<file path="config.mk">
export PLATFORM = sky130hd
export DESIGN_NAME = param_fifo_flat
export DESIGN_NICKNAME = d
export VERILOG_FILES = /design/src/rtl/param_fifo_if.sv /design/src/rtl/param_fifo.sv /design/src/flat_wrapper.sv
export SDC_FILE = /design/constraint.sdc
export NUM_CORES = 1
export LEC_CHECK = 0
export ABC_AREA = 1
export ABC_CLOCK_PERIOD_IN_PS = 3500
export BUFFER_PORTS_ARGS = -buffer_cell sky130_fd_sc_hd__buf_2
export CORE_MARGIN = 5
export CORE_UTILIZATION = 35
export DETAILED_ROUTE_END_ITERATION = 8
export PLACE_DENSITY = 0.55
export SYNTH_ARGS = -nofsm -noshare
export SYNTH_HDL_FRONTEND = slang
export SYNTH_SLANG_ARGS = --single-unit
</file>
<file path="constraint.sdc">
create_clock -name clk -period 3.5 [get_ports clk]
set_input_delay 0.35 -clock clk [delete_from_list [all_inputs] [get_ports clk]]
set_output_delay 0.35 -clock clk [all_outputs]
set_load 0.05 [all_outputs]
</file>
<file path="src/rtl/param_fifo_if.sv">
// Handshake and status bundle between a FIFO producer/consumer and param_fifo.
interface param_fifo_if #(
    parameter int unsigned WIDTH = 15,
    parameter int unsigned DEPTH = 8
);
    localparam int unsigned CW = $clog2(DEPTH + 1);

    logic             wr_en;
    logic [WIDTH-1:0] wr_data;
    logic             rd_en;
    logic             clear_err;
    logic [WIDTH-1:0] rd_data;
    logic             rd_valid;
    logic             full;
    logic             empty;
    logic             almost_full;
    logic             almost_empty;
    logic [CW-1:0]    count;
    logic             overflow;
    logic             underflow;

    modport master (
        output wr_en, wr_data, rd_en, clear_err,
        input  rd_data, rd_valid, full, empty, almost_full, almost_empty,
               count, overflow, underflow
    );

    modport slave (
        input  wr_en, wr_data, rd_en, clear_err,
        output rd_data, rd_valid, full, empty, almost_full, almost_empty,
               count, overflow, underflow
    );
endinterface

</file>
<file path="src/rtl/param_fifo.sv">
// Synchronous FIFO with registered read data, threshold flags and sticky errors.
module param_fifo #(
    parameter int unsigned WIDTH    = 15,
    parameter int unsigned DEPTH    = 8,
    parameter int unsigned AF_LEVEL = DEPTH - 2,
    parameter int unsigned AE_LEVEL = 2
) (
    input  logic          clk,
    input  logic          rst,
    param_fifo_if.slave   bus
);
    localparam int unsigned AW = $clog2(DEPTH);
    localparam int unsigned PW = AW + 1;
    localparam int unsigned CW = $clog2(DEPTH + 1);

    localparam logic [CW-1:0] FULL_C = CW'(DEPTH);
    localparam logic [CW-1:0] AF_C   = CW'(AF_LEVEL);
    localparam logic [CW-1:0] AE_C   = CW'(AE_LEVEL);

    logic [WIDTH-1:0] mem_q [DEPTH];

    logic [PW-1:0]    wr_ptr_q,    wr_ptr_d;
    logic [PW-1:0]    rd_ptr_q,    rd_ptr_d;
    logic [CW-1:0]    count_q,     count_d;
    logic [WIDTH-1:0] rd_data_q,   rd_data_d;
    logic             rd_valid_q,  rd_valid_d;
    logic             full_q,      full_d;
    logic             empty_q,     empty_d;
    logic             af_q,        af_d;
    logic             ae_q,        ae_d;
    logic             overflow_q,  overflow_d;
    logic             underflow_q, underflow_d;
    logic             wr_acc_c;
    logic             rd_acc_c;

    // Accept decisions: a full FIFO still takes a write when a read frees a slot.
    always_comb begin
        rd_acc_c = bus.rd_en && !empty_q;
        wr_acc_c = bus.wr_en && (!full_q || rd_acc_c);
    end

    // Next-state for pointers, occupancy, flags, read data and sticky errors.
    always_comb begin
        wr_ptr_d    = wr_ptr_q;
        rd_ptr_d    = rd_ptr_q;
        count_d     = count_q;
        rd_data_d   = rd_data_q;
        rd_valid_d  = 1'b0;
        overflow_d  = overflow_q && !bus.clear_err;
        underflow_d = underflow_q && !bus.clear_err;

        if (wr_acc_c) begin
            wr_ptr_d = wr_ptr_q + PW'(1);
        end
        if (rd_acc_c) begin
            rd_ptr_d   = rd_ptr_q + PW'(1);
            rd_data_d  = mem_q[rd_ptr_q[AW-1:0]];
            rd_valid_d = 1'b1;
        end
        if (wr_acc_c && !rd_acc_c) begin
            count_d = count_q + CW'(1);
        end else if (rd_acc_c && !wr_acc_c) begin
            count_d = count_q - CW'(1);
        end

        if (bus.wr_en && !wr_acc_c) begin
            overflow_d = 1'b1;
        end
        if (bus.rd_en && empty_q) begin
            underflow_d = 1'b1;
        end

        full_d  = (count_d == FULL_C);
        empty_d = (count_d == '0);
        af_d    = (count_d >= AF_C);
        ae_d    = (count_d <= AE_C);
    end

    // Control and status registers with synchronous reset.
    always_ff @(posedge clk) begin
        if (rst) begin
            wr_ptr_q    <= '0;
            rd_ptr_q    <= '0;
            count_q     <= '0;
            rd_data_q   <= '0;
            rd_valid_q  <= 1'b0;
            full_q      <= 1'b0;
            empty_q     <= 1'b1;
            af_q        <= 1'b0;
            ae_q        <= 1'b1;
            overflow_q  <= 1'b0;
            underflow_q <= 1'b0;
        end else begin
            wr_ptr_q    <= wr_ptr_d;
            rd_ptr_q    <= rd_ptr_d;
            count_q     <= count_d;
            rd_data_q   <= rd_data_d;
            rd_valid_q  <= rd_valid_d;
            full_q      <= full_d;
            empty_q     <= empty_d;
            af_q        <= af_d;
            ae_q        <= ae_d;
            overflow_q  <= overflow_d;
            underflow_q <= underflow_d;
        end
    end

    // Storage array; contents survive reset since pointers make them unreachable.
    always_ff @(posedge clk) begin
        if (!rst && wr_acc_c) begin
            mem_q[wr_ptr_q[AW-1:0]] <= bus.wr_data;
        end
    end

    assign bus.rd_data      = rd_data_q;
    assign bus.rd_valid     = rd_valid_q;
    assign bus.full         = full_q;
    assign bus.empty        = empty_q;
    assign bus.almost_full  = af_q;
    assign bus.almost_empty = ae_q;
    assign bus.count        = count_q;
    assign bus.overflow     = overflow_q;
    assign bus.underflow    = underflow_q;
endmodule

</file>
<file path="src/flat_wrapper.sv">
// flat-port wrapper written by rule: the top's interface ports become plain ports
module param_fifo_flat 
#(
    parameter int unsigned WIDTH    = 15,
    parameter int unsigned DEPTH    = 8,
    parameter int unsigned AF_LEVEL = DEPTH - 2,
    parameter int unsigned AE_LEVEL = 2
)
  (clk, rst, bus_wr_en, bus_wr_data, bus_rd_en, bus_clear_err, bus_rd_data, bus_rd_valid, bus_full, bus_empty, bus_almost_full, bus_almost_empty, bus_count, bus_overflow, bus_underflow);
  param_fifo_if #(.WIDTH(WIDTH), .DEPTH(DEPTH)) bus_i ();
  input  logic clk;
  input  logic rst;
  input wire logic [$bits(bus_i.wr_en)-1:0] bus_wr_en;
  input wire logic [$bits(bus_i.wr_data)-1:0] bus_wr_data;
  input wire logic [$bits(bus_i.rd_en)-1:0] bus_rd_en;
  input wire logic [$bits(bus_i.clear_err)-1:0] bus_clear_err;
  output wire logic [$bits(bus_i.rd_data)-1:0] bus_rd_data;
  output wire logic [$bits(bus_i.rd_valid)-1:0] bus_rd_valid;
  output wire logic [$bits(bus_i.full)-1:0] bus_full;
  output wire logic [$bits(bus_i.empty)-1:0] bus_empty;
  output wire logic [$bits(bus_i.almost_full)-1:0] bus_almost_full;
  output wire logic [$bits(bus_i.almost_empty)-1:0] bus_almost_empty;
  output wire logic [$bits(bus_i.count)-1:0] bus_count;
  output wire logic [$bits(bus_i.overflow)-1:0] bus_overflow;
  output wire logic [$bits(bus_i.underflow)-1:0] bus_underflow;
  assign bus_i.wr_en = bus_wr_en;
  assign bus_i.wr_data = bus_wr_data;
  assign bus_i.rd_en = bus_rd_en;
  assign bus_i.clear_err = bus_clear_err;
  assign bus_rd_data = bus_i.rd_data;
  assign bus_rd_valid = bus_i.rd_valid;
  assign bus_full = bus_i.full;
  assign bus_empty = bus_i.empty;
  assign bus_almost_full = bus_i.almost_full;
  assign bus_almost_empty = bus_i.almost_empty;
  assign bus_count = bus_i.count;
  assign bus_overflow = bus_i.overflow;
  assign bus_underflow = bus_i.underflow;
  param_fifo #(.WIDTH(WIDTH), .DEPTH(DEPTH), .AF_LEVEL(AF_LEVEL), .AE_LEVEL(AE_LEVEL)) u_core (.clk(clk), .rst(rst), .bus(bus_i));
endmodule
</file>
==> summary.md <==
| Metric | Value |
|---|---|
| Hold buffers post-CTS | 0 |
| Placement row count | 48 |
| Initial core utilization | 35.4% |
| Power Dens Cells | 611 nW/um^2 |
| First-pass GRT wire length | 20800 um |
| Total Nets Final | 592 |
| Worst Hold Depth | 4 |
| Clk root buf | clkbuf_16 |
| Ys Warns | 0 |
| Fmax | 484 MHz |
| Post-layout total power | 4.37 mW |
| Max_slew headroom | 55.3% |
| Detailed Route WL | 13200 um |
| WP data required | 3.62 ns |
| DP Area | 6590 um^2 |
| # diodes | 0 |
| R2r endpoint | u_core.mem_q[2][10]$_DFFE_PP_ |
| Sequential cell area | 4250 um^2 |
| CP max FO | 9 |
| Initial antenna violation count | 0 |
| Post-route DRC | 0 |
| Post-CTS Resized | 0 |
| Vias in the first global route | 3859 |
| Post-synth top area cell | edfxtp_1 |
| Grt total ovfl | 0 |
| Clock Latency Late Sink | 0.42 ns |
| WL per Instance | 16.3 um |
| Die Width | 142 um |
| DR iter-0 viols | 341 |
| Clock sink count | 152 |
| Reg2reg setup slack | 1.44 ns |
| Area of the multi-input gates | 1530 um^2 |
| WS Path Type | reg2reg |
| Hold Path Origin | bus_clear_err |
| Number of setup buffers added after CTS | 0 |
| Worst-margin pin slew | 0.670 ns |
| ANT nets after route | 0 |
| Max VDD drop | 0.352 mV |
| Status | complete, no violations |
| IO Pins | 46 |
| Area Overhead vs Synth | 17.9% |
| Post-Syn Instances | 518 |
| Hold slack | 0.199 ns |
| Drt pass-1 iters | 4 |
| Flops & latches, synth | 152 |
| Placer Congestion | 0.768 |
| Die area | 20100 um^2 |
| Layout cells sized above 1 | 18.4% |
| H-tree depth | 4 |
| Setup crit end kind | register |
| Sequential element share of the synthesized area | 69.9% |
| Cell variety after synth | 28 |
| Post-Syn Area per Cell | 11.7 um^2 |
| Cells after DPL | 774 |
| Clock Tree Buf Depth | 2 |
| Via count | 4004 |
| Dpl hpwl | 8130 um |
| CP Launch Type | register |
| R2r startpoint | u_core.bus.empty$_SDFF_PP1_ |
| Pin count of the biggest net entering global routing | 73 |
| CTS tree | done |
| IO Port Bufs | 45 |
| Worst hold endpoint | u_core.bus.underflow$_SDFF_PP0_ |
| Final setup violation count | 0 |
| Min-delay worst type | in2reg |
| Period utilization | 59.0% |
| Yosys top cell area share | 59.3% |
| Non-Filler Instances | 806 |
| Final Cell Area | 7160 um^2 |
| Max-slew violation count | 0 |
| Post-layout min period | 2.06 ns |
| Ranking of synthesized cells by area | edfxtp_1, dfxtp_1, o211ai_1, o21ai_0, nand2_1 |
| All-Layer GR Usage | 13.7% |
| Num CTS Buffers | 17 |
| Clk_skew | 0.00710 ns |
| Cell Area, Synth | 6070 um^2 |
| Clk slew on worst S/H paths | 0.06 ns |
| Fin worst setup slack | 1.44 ns |
| Core Util, Final | 41.7% |
| WP data arrival | 2.18 ns |
| Worst Reg-to-Reg Cells | 6 |
| RSZ-0062 raised after global routing | false |
| Leakage power | 2.64 nW |
| Setup TNS | 0 ns |
| Dpl ws | 1.28 ns |
| Max_cap viols | 0 |
| Synth Net Count | 542 |
| Vias/cell | 4.97 |
| Final hold viol count | 0 |
| Fillers | 1643 |
| Die Span Y | 142 um |
| Core ar. | 17200 um^2 |
==> sequential cells by signal (all words and copies together) (netlist names) <==
name,count
u_core.bus.almost_empty,1
u_core.bus.almost_full,1
u_core.bus.count,4
u_core.bus.empty,1
u_core.bus.full,1
u_core.bus.overflow,1
u_core.bus.rd_data,15
u_core.bus.rd_valid,1
u_core.bus.underflow,1
u_core.mem_q,120
u_core.rd_ptr_q,3
u_core.wr_ptr_q,3
==> where the power goes <==
| part | switching (mW) | leakage, nW | internal [mW] |
|---|---|---|---|
| Combinational | 0.405 | 1.02 | 0.146 |
| Clock | 0.712 | 0.268 | 1.05 |
| Sequential | 0.0447 | 1.35 | 2.01 |
| Total | 1.16 | 2.64 | 3.21 |
==> cell usage after synthesis <==
library cell / count
nand2_4: 1
nand4_1: 1
xor2_1: 1
o21ai_0: 62
edfxtp_1: 120
clkbuf_2: 3
buf_4: 1
nand2_2: 1
clkbuf_1: 5
nand2_1: 67
inv_1: 49
inv_2: 4
nand3_1: 12
nand3_2: 1
nor2_1: 38
o211ai_1: 45
nand3_4: 1
buf_2: 19
dfxtp_1: 32
o21ai_1: 1
nor4_1: 2
nor3_1: 5
nor2_4: 1
a21oi_4: 1
a21oi_1: 39
xnor2_1: 1
nor2_2: 1
ha_1: 4
==> cell type report <==
cell class	count	area share (%)
Timing Repair Buffer	59	4.61
Inverter	53	2.78
Tap cell	225	3.93
Clock inverter	14	2.04
Multi-Input combinational cell	285	21.4
Clock buffer	18	5.99
Sequential cell	152	59.3
==> worst max-delay path, stage by stage (launching register included) <==
cell     delay, ns
dfxtp_1       0.34
inv_2         0.10
nand2_4       0.11
a21oi_4       0.20
nand2_1       0.20
nor3_2        0.52
buf_4         0.31
==> logic make-up (layout without fill, tap and decap cells) <==
family / count (synthesis) / after routing / share of synthesized area, %
AOI/OAI and AO/OA: 148 / 148 / 14.2
xor gates and xnor gates: 2 / 2 / 0.289
adders and majority gates: 4 / 4 / 0.824
buffers and inverters: 81 / 144 / 5.52
DFF: 152 / 152 / 69.9
and+or+nand+nor: 131 / 131 / 9.23
==> placed cells by master, fill, tap and decap left out, types with 2 or more instances in the layout <==
master      instances
nor4_2              2
nor3_2              5
bufinv_16           2
buf_2              45
ha_1                4
buf_4              14
dfxtp_1            31
o211ai_1           45
clkinv_1            2
nor2_1             38
a21oi_1            39
clkinv_4            2
clkbuf_16          17
inv_6               3
edfxtp_1          120
inv_1              49
nand3_1            12
clkinvlp_4          4
nand2_1            67
inv_2               4
o21ai_0            62
==> how the worst max path moves through the flow <==
stage	start	to	slack [ns]	cells past startpoint
3_5_place_dp	rst	u_core.mem_q[2][14]$_DFFE_PP_	1.28	6
3_3_place_gp	rst	u_core.mem_q[2][7]$_DFFE_PP_	1.36	6
6_report	u_core.bus.empty$_SDFF_PP1_	u_core.mem_q[2][10]$_DFFE_PP_	1.44	6
2_1_floorplan	u_core.bus.empty$_SDFF_PP1_	u_core.mem_q[6][0]$_DFFE_PP_	0.54	5
5_1_grt	u_core.bus.empty$_SDFF_PP1_	u_core.mem_q[2][14]$_DFFE_PP_	1.29	6
4_1_cts	u_core.bus.empty$_SDFF_PP1_	u_core.mem_q[2][5]$_DFFE_PP_	1.41	6
==> layer usage <==
metal  part of all wire (%)  track usage (%)  up-vias
met4                    2.0             5.91        0
met1                     43             17.0     1949
li1                       -                -     1941
met5                      0                0        -
met2                     50             22.8       98
met3                    4.6             3.24       16
(Power assumes the default switching activity.)
